## src/rtl/wb_arb_pkg.sv

```systemverilog
// Shared types and constants for the Wishbone SDRAM-controller arbiter.
// Holds the arbiter state enum, Wishbone CTI codes and the master-count limit.
package wb_arb_pkg;

   localparam int MAX_MST = 8;

   localparam logic [2:0] CTI_CLASSIC = 3'b000;
   localparam logic [2:0] CTI_INCR    = 3'b010;
   localparam logic [2:0] CTI_EOB     = 3'b111;

   typedef enum logic [1:0] {
      ST_IDLE  = 2'd0,
      ST_OWN   = 2'd1,
      ST_ABORT = 2'd2
   } arb_state_e;

endpackage

```

## src/rtl/wb_arb_rr_pick.sv

```systemverilog
// Round-robin picker: first active request at or above ptr_i, with wrap.
// Ports: req_i request vector, ptr_i scan start, gnt_o one-hot pick, vld_o any request.
module wb_arb_rr_pick
   import wb_arb_pkg::*;
#(
   parameter int N = 4
) (
   input  logic [N-1:0] req_i,
   input  logic [2:0]   ptr_i,
   output logic [N-1:0] gnt_o,
   output logic         vld_o
);

   logic [3:0] sum;

   // Scan offsets from the far end down so the nearest
   // requester to ptr_i is the last (winning) assignment.
   always_comb begin
      gnt_o = '0;
      sum   = '0;
      for (int i = N - 1; i >= 0; i--) begin
         sum = {1'b0, ptr_i} + 4'(i);
         if (sum >= 4'(N)) sum = sum - 4'(N);
         for (int j = 0; j < N; j++) begin
            if (sum == 4'(j) && req_i[j]) begin
               gnt_o    = '0;
               gnt_o[j] = 1'b1;
            end
         end
      end
   end

   assign vld_o = |req_i;

endmodule

```

## src/rtl/wb_sdrc_arbiter.sv

```systemverilog
// Round-robin Wishbone arbiter sharing the sdrc_top slave port among NUM_MST masters.
// Ports: m_* packed master buses, s_* slave bus, grant_o/busy_o status.
// Optional macro WB_ARB_TIMEOUT_EN adds a stall watchdog with ABORT state.
module wb_sdrc_arbiter
   import wb_arb_pkg::*;
#(
   parameter int NUM_MST = 4,
   parameter int AW      = 26,
   parameter int DW      = 32,
   parameter int TIMEOUT = 255
) (
   input  logic                      wb_clk_i,
   input  logic                      wb_rst_i,
   input  logic [NUM_MST-1:0]        m_cyc_i,
   input  logic [NUM_MST-1:0]        m_stb_i,
   input  logic [NUM_MST-1:0]        m_we_i,
   input  logic [NUM_MST*AW-1:0]     m_addr_i,
   input  logic [NUM_MST*DW-1:0]     m_dat_i,
   input  logic [NUM_MST*DW/8-1:0]   m_sel_i,
   input  logic [NUM_MST*3-1:0]      m_cti_i,
   output logic [NUM_MST-1:0]        m_ack_o,
   output logic [NUM_MST-1:0]        m_err_o,
   output logic [DW-1:0]             m_dat_o,
   output logic                      s_cyc_o,
   output logic                      s_stb_o,
   output logic                      s_we_o,
   output logic [AW-1:0]             s_addr_o,
   output logic [DW-1:0]             s_dat_o,
   output logic [DW/8-1:0]           s_sel_o,
   output logic [2:0]                s_cti_o,
   input  logic                      s_ack_i,
   input  logic [DW-1:0]             s_dat_i,
   output logic [NUM_MST-1:0]        grant_o,
   output logic                      busy_o
);

   localparam int SW = DW / 8;

   if (NUM_MST < 2 || NUM_MST > MAX_MST || TIMEOUT < 1) begin : g_bad_cfg
      $error("wb_sdrc_arbiter: unsupported NUM_MST or TIMEOUT");
   end

   arb_state_e          state_q;
   logic [NUM_MST-1:0]  grant_q;
   logic [2:0]          rr_ptr_q;
   logic                busy_q;
   logic [NUM_MST-1:0]  pick_gnt;
   logic                pick_vld;
   logic [2:0]          ptr_d;
   logic                own_cyc;
   logic                in_own;

   wb_arb_rr_pick #(.N(NUM_MST)) u_pick (
      .req_i (m_cyc_i),
      .ptr_i (rr_ptr_q),
      .gnt_o (pick_gnt),
      .vld_o (pick_vld)
   );

   assign own_cyc = |(m_cyc_i & grant_q);
   assign in_own  = (state_q == ST_OWN);

   // Pointer for the next round: one past the current owner.
   always_comb begin
      ptr_d = '0;
      for (int k = 0; k < NUM_MST; k++) begin
         if (grant_q[k]) ptr_d = (k == NUM_MST - 1) ? 3'd0 : 3'(k + 1);
      end
   end

   always_comb begin
      s_cyc_o  = 1'b0;
      s_stb_o  = 1'b0;
      s_we_o   = 1'b0;
      s_addr_o = '0;
      s_dat_o  = '0;
      s_sel_o  = '0;
      s_cti_o  = '0;
      if (in_own) begin
         for (int k = 0; k < NUM_MST; k++) begin
            if (grant_q[k]) begin
               s_cyc_o  = m_cyc_i[k];
               s_stb_o  = m_stb_i[k];
               s_we_o   = m_we_i[k];
               s_addr_o = m_addr_i[k*AW +: AW];
               s_dat_o  = m_dat_i[k*DW +: DW];
               s_sel_o  = m_sel_i[k*SW +: SW];
               s_cti_o  = m_cti_i[k*3 +: 3];
            end
         end
      end
   end

   assign m_ack_o = (in_own && s_ack_i) ? grant_q : '0;
   assign m_dat_o = s_dat_i;
   assign grant_o = grant_q;
   assign busy_o  = busy_q;

`ifdef WB_ARB_TIMEOUT_EN
   localparam int WW = $clog2(TIMEOUT + 1);

   logic [WW-1:0]       wdog_q;
   logic [NUM_MST-1:0]  err_q;
   logic                stall;

   assign stall   = s_stb_o & ~s_ack_i;
   assign m_err_o = err_q;
`else
   assign m_err_o = '0;
`endif

   always_ff @(posedge wb_clk_i) begin
      if (wb_rst_i) begin
         state_q  <= ST_IDLE;
         grant_q  <= '0;
         rr_ptr_q <= '0;
         busy_q   <= 1'b0;
`ifdef WB_ARB_TIMEOUT_EN
         wdog_q   <= '0;
         err_q    <= '0;
`endif
      end else begin
`ifdef WB_ARB_TIMEOUT_EN
         err_q <= '0;
`endif
         unique case (state_q)
            ST_IDLE: begin
               if (pick_vld) begin
                  grant_q <= pick_gnt;
                  state_q <= ST_OWN;
                  busy_q  <= 1'b1;
               end
            end
            ST_OWN: begin
               if (!own_cyc) begin
                  grant_q  <= '0;
                  rr_ptr_q <= ptr_d;
                  state_q  <= ST_IDLE;
                  busy_q   <= 1'b0;
`ifdef WB_ARB_TIMEOUT_EN
                  wdog_q   <= '0;
               end else if (stall) begin
                  // Reaching TIMEOUT stalled cycles aborts the owner.
                  if (wdog_q == WW'(TIMEOUT - 1)) begin
                     err_q   <= grant_q;
                     wdog_q  <= '0;
                     state_q <= ST_ABORT;
                  end else begin
                     wdog_q <= wdog_q + 1'b1;
                  end
               end else begin
                  wdog_q <= '0;
`endif
               end
            end
            ST_ABORT: begin
`ifdef WB_ARB_TIMEOUT_EN
               if (!own_cyc) begin
                  grant_q  <= '0;
                  rr_ptr_q <= ptr_d;
                  state_q  <= ST_IDLE;
                  busy_q   <= 1'b0;
               end
`endif
            end
            default: begin
               state_q <= ST_IDLE;
               grant_q <= '0;
               busy_q  <= 1'b0;
            end
         endcase
      end
   end

endmodule

```

## config.mk

```make
export PLATFORM = sky130hd
export DESIGN_NAME = wb_sdrc_arbiter
export DESIGN_NICKNAME = d
export VERILOG_FILES = /design/src/rtl/wb_arb_pkg.sv /design/src/rtl/wb_arb_rr_pick.sv /design/src/rtl/wb_sdrc_arbiter.sv
export SDC_FILE = /design/constraint.sdc
export NUM_CORES = 1
export LEC_CHECK = 0
export CAP_MARGIN = 25
export CORE_AREA = 2 2 163 165
export DETAILED_ROUTE_END_ITERATION = 8
export DIE_AREA = 0 0 165 167
export PLACE_DENSITY = 0.49
export SLEW_MARGIN = 20
export SYNTH_ARGS = -nofsm -noshare
export SYNTH_HDL_FRONTEND = slang
export SYNTH_SLANG_ARGS = --single-unit
```

## constraint.sdc

```tcl
create_clock -name wb_clk_i -period 2.2 [get_ports wb_clk_i]
set_clock_uncertainty 0.05 [all_clocks]
set_input_delay 0.55 -clock wb_clk_i [delete_from_list [all_inputs] [get_ports wb_clk_i]]
set_output_delay 0.55 -clock wb_clk_i [all_outputs]
set_load 0.02 [all_outputs]
```

==> results.sh <==
export IMPL_clkTransAtPathRegs_ns=0.04
export IMPL_synth_seq_area_share_pct=4.730
export IMPL_cts_made_buffers=3
export IMPL_drt_iter0_markers=229
export IMPL_grt_ovfl_total=0
export IMPL_slowest_delay_ns=0.36
export IMPL_powerDensity_nw_per_um2=251.7
export IMPL_area_growth_pct=164.1
export IMPL_critPathArrivalTime_ns=1.80
export IMPL_vias_per_cell=4.266
export IMPL_hold_viol=0
export IMPL_hpwl_um=15690
export IMPL_critPathKind="reg -> out"
export IMPL_critPathLaunchType="flip-flop"
export IMPL_ctsHoldBuffers=0
export IMPL_grt_use_met1_pct=15.97
export IMPL_cts_root_buf="clkbuf_16"
export IMPL_grt_pass1_vias=4908
export IMPL_final_area_um2=7825
export IMPL_clockBufferDepth=2
export IMPL_cp_common_cell="buf_12"
export IMPL_fin_nets=1140
export IMPL_instances_no_fill=1167
export IMPL_die_y_um=167
export IMPL_n_antenna_cell=0
export IMPL_die_x_um=165
export IMPL_grt_max_degree=38
export IMPL_setup_violations_final=67
export IMPL_endpoint_kind="primary output"
export IMPL_clock_sinks=7
export IMPL_finalCriticalPeriod_ns=2.399
export IMPL_final_core_util_pct=30.37
export IMPL_globalRouteMet3Util_pct=2.640
export IMPL_required_ns=1.60
export IMPL_grt_pass1_wl_um=27790
export IMPL_routed_wl_um=19740
export IMPL_syn_inst=481
export IMPL_grt_util_all_layers_pct=12.82
export IMPL_cts_tree="built"
export IMPL_rows=59
export IMPL_maxCapViolations=0
export IMPL_syn_area_um2=2963
export IMPL_ir_drop_uv=188.8
export IMPL_start_util_pct=11.50
export IMPL_yosys_warnings=0
export IMPL_hp_class="reg -> reg"
export IMPL_placedCellCount=1147
export IMPL_wl_per_cell_um=16.92
export IMPL_cts_max_level=1
export IMPL_finalWeightedCongestion=0.8615
export IMPL_violations="negative setup slack"
export IMPL_dieArea_um2=27560
export IMPL_finalSetupTns_ns=-9.411
export IMPL_crit_path_cell_trace="nor2b_4 -> buf_6 -> buf_12 -> buf_12 -> a221oi_2 -> a211o_1 -> a21oi_2 -> buf_4"
export IMPL_place_area_um2=7216
export IMPL_drcViolationCount=0
export IMPL_final_max_slew_viol_count=0
export IMPL_io_buffers=351
export IMPL_io_pins=420
export IMPL_grt_antenna_before_repair=0
export IMPL_rsz0062_at_grt="true"
export IMPL_layout_commonest_cell="clkdlybuf4s50_1"
export IMPL_core_area_um2=25760
export IMPL_drive_above_1_share_pct=31.37
export IMPL_ant_nets=0
export IMPL_status="complete, but fails checks"
export IMPL_ys_seq_elements=7
export IMPL_yosysUniqueCellTypes=31
export IMPL_drt_pass1_iterations=4
export IMPL_fin_crit_sh_pct=109.0
export IMPL_postSynthAreaPerCell_um2=6.160
export IMPL_leakage_nw=3.188
export IMPL_cp_slowest_cell="dfxtp_4"
export IMPL_dp_slack_ns=-0.9652
export IMPL_critPathMaxFanout=7
export IMPL_fillerInstances=2788
export IMPL_vias=4978
export IMPL_clk_insertion_delay_late_ns=0.24
export IMPL_global_route_usage_met2_pct=22.88
export IMPL_final_cell_mix="255 x clkdlybuf4s50_1, 86 x buf_4, 70 x inv_1, 69 x nand2_1, 68 x a211o_1"
export IMPL_worst_slack_ns=-0.1987
export IMPL_busiest_layer="met2"
export IMPL_max_freq_mhz=416.9
## area by class of cell
type	count	area (µm²)	share of cell area [%]
Clock buffer	4	78.83	1.007
Inverter	71	267.8	3.422
Multi-Input combinational cell	314	2512	32.11
Sequential cell	7	152.6	1.951
Tap cell	335	419.2	5.357
Timing Repair Buffer	436	4394	56.16
## worst max-delay path: cells and delay by family (launching register included)
family	cells	cell delay [ns]
buffers and inverters	4	0.56
AOI/OAI and AO/OA	3	0.50
DFF	1	0.36
and+or+nand+nor	1	0.13
## synthesized netlist by cell type (all sizes together)
master | n | area share (%)
a21oi | 70 | 12
inv | 70 | 8.9
a211o | 69 | 20
nand2 | 69 | 8.7
a221oi | 68 | 20
buf | 48 | 12
clkbuf | 44 | 5.6
nor2 | 8 | 1.0
dfxtp | 7 | 4.7
and3 | 4 | 0.84
a22oi | 3 | 0.76
a32o | 3 | 1.0
or3 | 3 | 0.63
a21boi | 2 | 0.51
o21ai | 2 | 0.46
a311oi | 1 | 0.30
and3b | 1 | 0.34
clkinv | 1 | 0.13
conb | 1 | 0.13
nand3 | 1 | 0.17
nand3b | 1 | 0.25
nor2b | 1 | 0.30
o211ai | 1 | 0.25
o22ai | 1 | 0.21
o2bb2ai | 1 | 0.30
o41ai | 1 | 0.30
## power breakdown
| group | switching, mW | internal (mW) |
|---|---|---|
| clock | 0.0763 | 0.242 |
| combinational | 0.613 | 0.898 |
| sequential | 0.00817 | 0.132 |
## worst paths after layout
check | from | endpoint | slack [ns] | cells after the start
max | grant_o[1]$_SDFFE_PP0P_ | s_addr_o[2] | -0.20 | 8
min | rr_ptr_q[0]$_SDFFE_PP0P_ | rr_ptr_q[0]$_SDFFE_PP0P_ | 0.49 | 2
max reg2reg | grant_o[2]$_SDFFE_PP0P_ | rr_ptr_q[0]$_SDFFE_PP0P_ | 0.48 | 7
min reg2reg | rr_ptr_q[0]$_SDFFE_PP0P_ | rr_ptr_q[0]$_SDFFE_PP0P_ | 0.49 | 2
## routing by layer
layer	share of wire, %	vias up
li1	-	2432
met1	41	2314
met2	50	211
met3	7.6	21
met4	1.2	0
met5	0	-
## sequential cells by signal, summed over array words and instances (netlist names)
name	cells
grant_o	4
rr_ptr_q	2
state_q	1
## metrics by stage
stage	power, mW	hold slack (ns)
after global placement	1.521	0.4825
after CTS	1.872	0.4931
after global routing	2.088	0.5365
final	1.970	0.4928
after detailed placement	1.519	0.4869
after floorplan	0.7688	0.4356
## cells by family (layout without fill, tap and decap cells)
family / after synthesis / in the layout / synth area share, %
buffers and inverters: 163 / 511 / 26.39
AND/OR/NAND/NOR: 88 / 88 / 12.29
AO/OA/AOI/OAI: 222 / 222 / 56.46
other: 1 / 4 / 0.1266
flip-flops: 7 / 7 / 4.730
## repair_timing
item                                    in CTS  in global routing
buffers inserted                             7                  7
pin swaps                                   22                 77
endpoints found under the setup margin      74                 74
gates resized for setup                    378                102
gates cloned                                 0                  4
Power figures use the tool's default switching activity.
